$ cat src/rtl/onehot_pkg.sv
// Shared types and defaults for the request index serializer.
// Latency: none (declarations only).
// Backpressure: not applicable.
package onehot_pkg;

  localparam int N_DEF     = 8;
  localparam int IDX_W_DEF = 3;

  // Two live codes; the other two are unreachable and recover to IDLE.
  typedef enum logic [1:0] {
    IDLE = 2'd0,
    EMIT = 2'd1
  } state_t;

endpackage

$ cat src/rtl/req_index_serializer_if.sv
// Handshake bundle between vector producer, serializer and index consumer.
// Latency: none (wiring only).
// Backpressure: in_ready gates capture, out_ready gates each index beat.
interface req_index_serializer_if #(
  parameter int N = onehot_pkg::N_DEF
);
  localparam int IDX_W = $clog2(N);

  logic             in_valid;
  logic             in_ready;
  logic [N-1:0]     in_vec;
  logic             out_valid;
  logic             out_ready;
  logic [IDX_W-1:0] out_idx;
  logic             out_last;
  logic             zero_drop;

  // Environment side: drives vectors, consumes indices.
  modport master (
    output in_valid, in_vec, out_ready,
    input  in_ready, out_valid, out_idx, out_last, zero_drop
  );

  // Serializer side.
  modport slave (
    input  in_valid, in_vec, out_ready,
    output in_ready, out_valid, out_idx, out_last, zero_drop
  );

endinterface

$ cat src/rtl/first_set_index.sv
// Index of the lowest (or highest, MSB_FIRST=1) set bit, plus an exactly-one-bit flag.
// Latency: combinational.
// Backpressure: not applicable.
module first_set_index
  import onehot_pkg::*;
#(
  parameter int N         = N_DEF,
  parameter bit MSB_FIRST = 1'b0,
  localparam int IDX_W    = $clog2(N)
) (
  input  logic [N-1:0]     pending,
  output logic [IDX_W-1:0] idx,
  output logic             single
);

  logic [IDX_W-1:0] lo_idx;
  logic [IDX_W-1:0] hi_idx;

  // Later loop iterations overwrite earlier ones, so scan direction picks the winner.
  always_comb begin
    lo_idx = '0;
    hi_idx = '0;
    for (int i = N - 1; i >= 0; i--) begin
      if (pending[i]) lo_idx = IDX_W'(i);
    end
    for (int i = 0; i < N; i++) begin
      if (pending[i]) hi_idx = IDX_W'(i);
    end
  end

  assign idx    = MSB_FIRST ? hi_idx : lo_idx;
  assign single = (pending != '0) && ((pending & (pending - N'(1))) == '0);

endmodule

$ cat src/rtl/req_index_serializer.sv
// Serializes a multi-hot request vector into one bit index per handshake; REQ_SER_MSB_FIRST_EN selects descending order.
// Latency: 1 cycle capture-to-first-index, then one index per cycle with out_ready high.
// Backpressure: in_ready only in IDLE; out_idx/out_last hold while out_valid && !out_ready.
module req_index_serializer
  import onehot_pkg::*;
#(
  parameter int N      = N_DEF,
  localparam int IDX_W = $clog2(N)
) (
  input  logic                   clk,
  input  logic                   rst,
  req_index_serializer_if.slave  bus
);

`ifdef REQ_SER_MSB_FIRST_EN
  localparam bit MSB_FIRST = 1'b1;
`else
  localparam bit MSB_FIRST = 1'b0;
`endif

  state_t           state_q;
  state_t           state_d;
  logic [N-1:0]     pending_q;
  logic [N-1:0]     pending_d;
  logic             zero_drop_q;
  logic [IDX_W-1:0] sel_idx;
  logic             sel_single;

  first_set_index #(
    .N         (N),
    .MSB_FIRST (MSB_FIRST)
  ) u_first_set_index (
    .pending (pending_q),
    .idx     (sel_idx),
    .single  (sel_single)
  );

  always_ff @(posedge clk or posedge rst) begin
    if (rst) begin
      state_q     <= IDLE;
      pending_q   <= '0;
      zero_drop_q <= 1'b0;
    end else begin
      state_q     <= state_d;
      pending_q   <= pending_d;
      zero_drop_q <= (state_q == IDLE) && bus.in_valid && (bus.in_vec == '0);
    end
  end

  always_comb begin
    state_d   = state_q;
    pending_d = pending_q;
    case (state_q)
      IDLE: begin
        if (bus.in_valid && (bus.in_vec != '0)) begin
          pending_d = bus.in_vec;
          state_d   = EMIT;
        end
      end
      EMIT: begin
        if (bus.out_ready) begin
          pending_d = pending_q & ~(N'(1) << sel_idx);
          if (sel_single) state_d = IDLE;
        end
      end
      default: begin
        state_d   = IDLE;
        pending_d = '0;
      end
    endcase
  end

  // pending is empty whenever IDLE, so out_idx reads 0 outside EMIT.
  assign bus.in_ready  = (state_q == IDLE);
  assign bus.out_valid = (state_q == EMIT);
  assign bus.out_idx   = sel_idx;
  assign bus.out_last  = sel_single && (state_q == EMIT);
  assign bus.zero_drop = zero_drop_q;

endmodule

$ cat src/flat_wrapper.sv
// flat-port wrapper written by rule: the top's interface ports become plain ports
module req_index_serializer_flat import onehot_pkg::*;
#(
  parameter int N      = N_DEF,
  localparam int IDX_W = $clog2(N)
)
  (clk, rst, bus_in_valid, bus_in_vec, bus_out_ready, bus_in_ready, bus_out_valid, bus_out_idx, bus_out_last, bus_zero_drop);
  req_index_serializer_if #(.N(N)) bus_i ();
  input  logic clk;
  input  logic rst;
  input wire logic [$bits(bus_i.in_valid)-1:0] bus_in_valid;
  input wire logic [$bits(bus_i.in_vec)-1:0] bus_in_vec;
  input wire logic [$bits(bus_i.out_ready)-1:0] bus_out_ready;
  output wire logic [$bits(bus_i.in_ready)-1:0] bus_in_ready;
  output wire logic [$bits(bus_i.out_valid)-1:0] bus_out_valid;
  output wire logic [$bits(bus_i.out_idx)-1:0] bus_out_idx;
  output wire logic [$bits(bus_i.out_last)-1:0] bus_out_last;
  output wire logic [$bits(bus_i.zero_drop)-1:0] bus_zero_drop;
  assign bus_i.in_valid = bus_in_valid;
  assign bus_i.in_vec = bus_in_vec;
  assign bus_i.out_ready = bus_out_ready;
  assign bus_in_ready = bus_i.in_ready;
  assign bus_out_valid = bus_i.out_valid;
  assign bus_out_idx = bus_i.out_idx;
  assign bus_out_last = bus_i.out_last;
  assign bus_zero_drop = bus_i.zero_drop;
  req_index_serializer #(.N(N)) u_core (.clk(clk), .rst(rst), .bus(bus_i));
endmodule
$ cat config.mk
export PLATFORM = sky130hd
export DESIGN_NAME = req_index_serializer_flat
export DESIGN_NICKNAME = d
export VERILOG_FILES = /design/src/rtl/onehot_pkg.sv /design/src/rtl/req_index_serializer_if.sv /design/src/rtl/first_set_index.sv /design/src/rtl/req_index_serializer.sv /design/src/flat_wrapper.sv
export SDC_FILE = /design/constraint.sdc
export NUM_CORES = 1
export LEC_CHECK = 0
export ABC_AREA = 1
export CAP_MARGIN = 20
export CORE_UTILIZATION = 40
export DETAILED_ROUTE_END_ITERATION = 6
export GPL_TIMING_DRIVEN = 0
export HOLD_SLACK_MARGIN = 0.15
export PLACE_DENSITY = 0.68
export SYNTH_ARGS = -nofsm -noshare
export SYNTH_HDL_FRONTEND = slang
export SYNTH_SLANG_ARGS = --single-unit
$ cat constraint.sdc
create_clock -name clk -period 3.6 [get_ports clk]
set_input_delay 1.08 -clock clk [delete_from_list [all_inputs] [get_ports clk]]
set_output_delay 1.08 -clock clk [all_outputs]
set_load 0.1 [all_outputs]
==> flow_summary.ini <==
[status]
status = complete, no violations

[synthesis]
synth.mux.area_fraction_pct = 0
synth_top_area_cell = dfrtp_1
synth_compound_area_share_pct = 14.8
syn_nets = 116
synthFlopType = dfrtp_1
ys_top_cells_by_area = dfrtp_1 36%, nand2_1 18%, nand3_1 8.6%, o21ai_0 6.4%, o21ai_2 6.2%
yosys_warnings = 0
synth-seq-cells = 10
synth_cell_type_count = 16
synth_top_cells_by_count = 34 x nand2_1, 12 x nand3_1, 11 x inv_1
synth_edf_count = 0
synth_top_family_by_area = simple AND/OR/NAND/NOR gates
avgSynthCellArea_sq_um = 6.75
synth-adder-area-share_pct = 0
yosysMostFrequentCell = nand2_1
syn_inst = 104
seq_area_frac_synth_pct = 35.7
synth_xor_area_share_pct = 0
yosysTopAreaCellShare_pct = 35.7
async_reset_ff_share_pct = 100
mappedNetlistArea_sq_um = 702
synthSimpleGateAreaFrac_pct = 39.4

[cts]
ctsHoldBuffers = 0
clk_pin_slew_ps = 70
ctsRootBufferMaster = clkbuf_4
cts_sinks = 10
tritoncts = done
clockBufferDepth = 2
clkLatencyLatePin_ps = 260
cts.htree.levels = 1
cts_buffers = 3

[routing]
ant_nets = 0
dr.pass1.iters = 4
dr.first_iter.drc_count = 9
wl_microns = 1610
routedWlPerCell_microns = 11.4
drc = 0
viasPerCell = 5.20
vias = 733

[cells_and_area]
instances_no_fill = 141
design_area_sq_um = 927
syn_to_final_growth_pct = 32.1
diodes = 0
drive_above_1_share_pct = 12.8
nets = 139

[worst_setup_path]
cp.required_ps = 2520
crit_path_end = bus_out_idx[0]
rrSetupSlack_ps = 2330
r2r_end = u_core.state_q[0]
endpoint_kind = output port
worstRegToRegCells = 8
worstSetupPathType = reg2out
cp-startpoint = u_core.pending_q[6]
reg2reg_from = u_core.pending_q[1]
cp-start-kind = flip-flop
arrival_ps = 2350
worstPathMaxFanout = 5

[global_routing]
grt_overflow = 0
antenna_found_initial = 0
grt_max_degree = 11
first_global_vias = 682
grtUsageTotal_pct = 19.7
grt_pass1_wl_microns = 2800

[floorplanning]
die_area_sq_um = 1930
core_area_sq_um = 1580
start_util_pct = 44.5
io_pins = 19
std_cell_rows = 14
die-height_microns = 43.9
die_w_microns = 43.9

[timing]
slew_violations = 0
setup_tns_ps = 0
hold_violations = 0
finalSetupViolCount = 0
tightest_slew_ps = 963
min_period_over_period_pct = 95.2
max_freq_mhz = 292
clock_skew_ps = 5.89
relSlewSlack_pct = 35.6
min_period_ps = 3430
rsz0062_at_grt = no

[placed_design]
place.gp.congestion = 0.896
place_inst = 138
port_buffers = 18
place_area_sq_um = 902
dp_hpwl_microns = 1260

[flow_run]
cap_viol_max_count = 0

[worst_hold_path]
hp-class = reg2reg
whs_path_depth = 2
==> cell usage in the layout (no fill, tap or decap), types with 2 or more instances in the layout <==
cell type and count:
a21oi_1 3, buf_6 2, clkbuf_4 3, clkdlybuf4s50_1 17
dfrtp_1 10, inv_1 11, inv_2 2, nand2_1 34
nand3_1 12, nor2_1 10, o21ai_0 9, o21ai_2 5
==> state kept, by name (all words and copies together), names as in the netlist <==
signal	flops
u_core.pending_q	8
u_core.bus.zero_drop	1
u_core.state_q	1
==> through the flow <==
stage | hold slack [ps] | setup WS, ps | util, %
5_1_grt | 644 | 75.2 | 58.8
3_3_place_gp | 599 | 328 | 57.2
3_5_place_dp | 599 | 319 | 57.2
2_1_floorplan | 554 | 335 | -
6_report | 610 | 172 | 58.8
4_1_cts | 611 | 23.8 | 58.7
==> critical path, stage by stage (launching register included) <==
cell and delay (ps):
dfrtp_1 420, inv_1 100, a21oi_1 70, o21ai_0 160, nand2_1 70, a21oi_1 120
clkdlybuf4s50_1 1140
==> cell families (layout without fill, tap and decap cells) <==
group | count (synthesis) | count (layout)
buffers and inverters | 15 | 36
flip-flops | 10 | 10
AO/OA/AOI/OAI | 17 | 17
AND/OR/NAND/NOR | 62 | 62
==> how the worst min path moves through the flow <==
stage / slack (ps) / endpoint / startpoint
after floorplan: 550 / u_core.pending_q[5] / u_core.pending_q[5]
after global placement: 600 / u_core.pending_q[6] / u_core.pending_q[6]
after detailed placement: 600 / u_core.pending_q[2] / u_core.pending_q[2]
after CTS: 610 / u_core.pending_q[2] / u_core.pending_q[2]
after global routing: 640 / u_core.pending_q[6] / u_core.pending_q[6]
final: 610 / u_core.pending_q[2] / u_core.pending_q[2]
==> layout make-up <==
type,count,area [sq um]
fill,169,649
multi-input combinational,79,380
sequential,10,250
timing repair buffer,18,183
inverter,13,48.8
clock buffer,3,22.5
buffer,2,22.5
tap,16,20.0
==> layer usage <==
| layer | track usage [%] | part of all wire (%) |
|---|---|---|
| met4 | 9.09 | 0.68 |
| met2 | 31.3 | 47 |
| met3 | 4.17 | 4.6 |
| met1 | 25.6 | 48 |
| met5 | 0 | 0 |
==> repair_timing <==
action	4_1_cts	5_1_grt
gates resized for setup	0	1
setup endpoints to repair	0	1
setup buffers	0	0
Power is left out: the tool's default activity adds up to more than one toggle a clock period on the data nets, which glitch-free logic cannot reach.
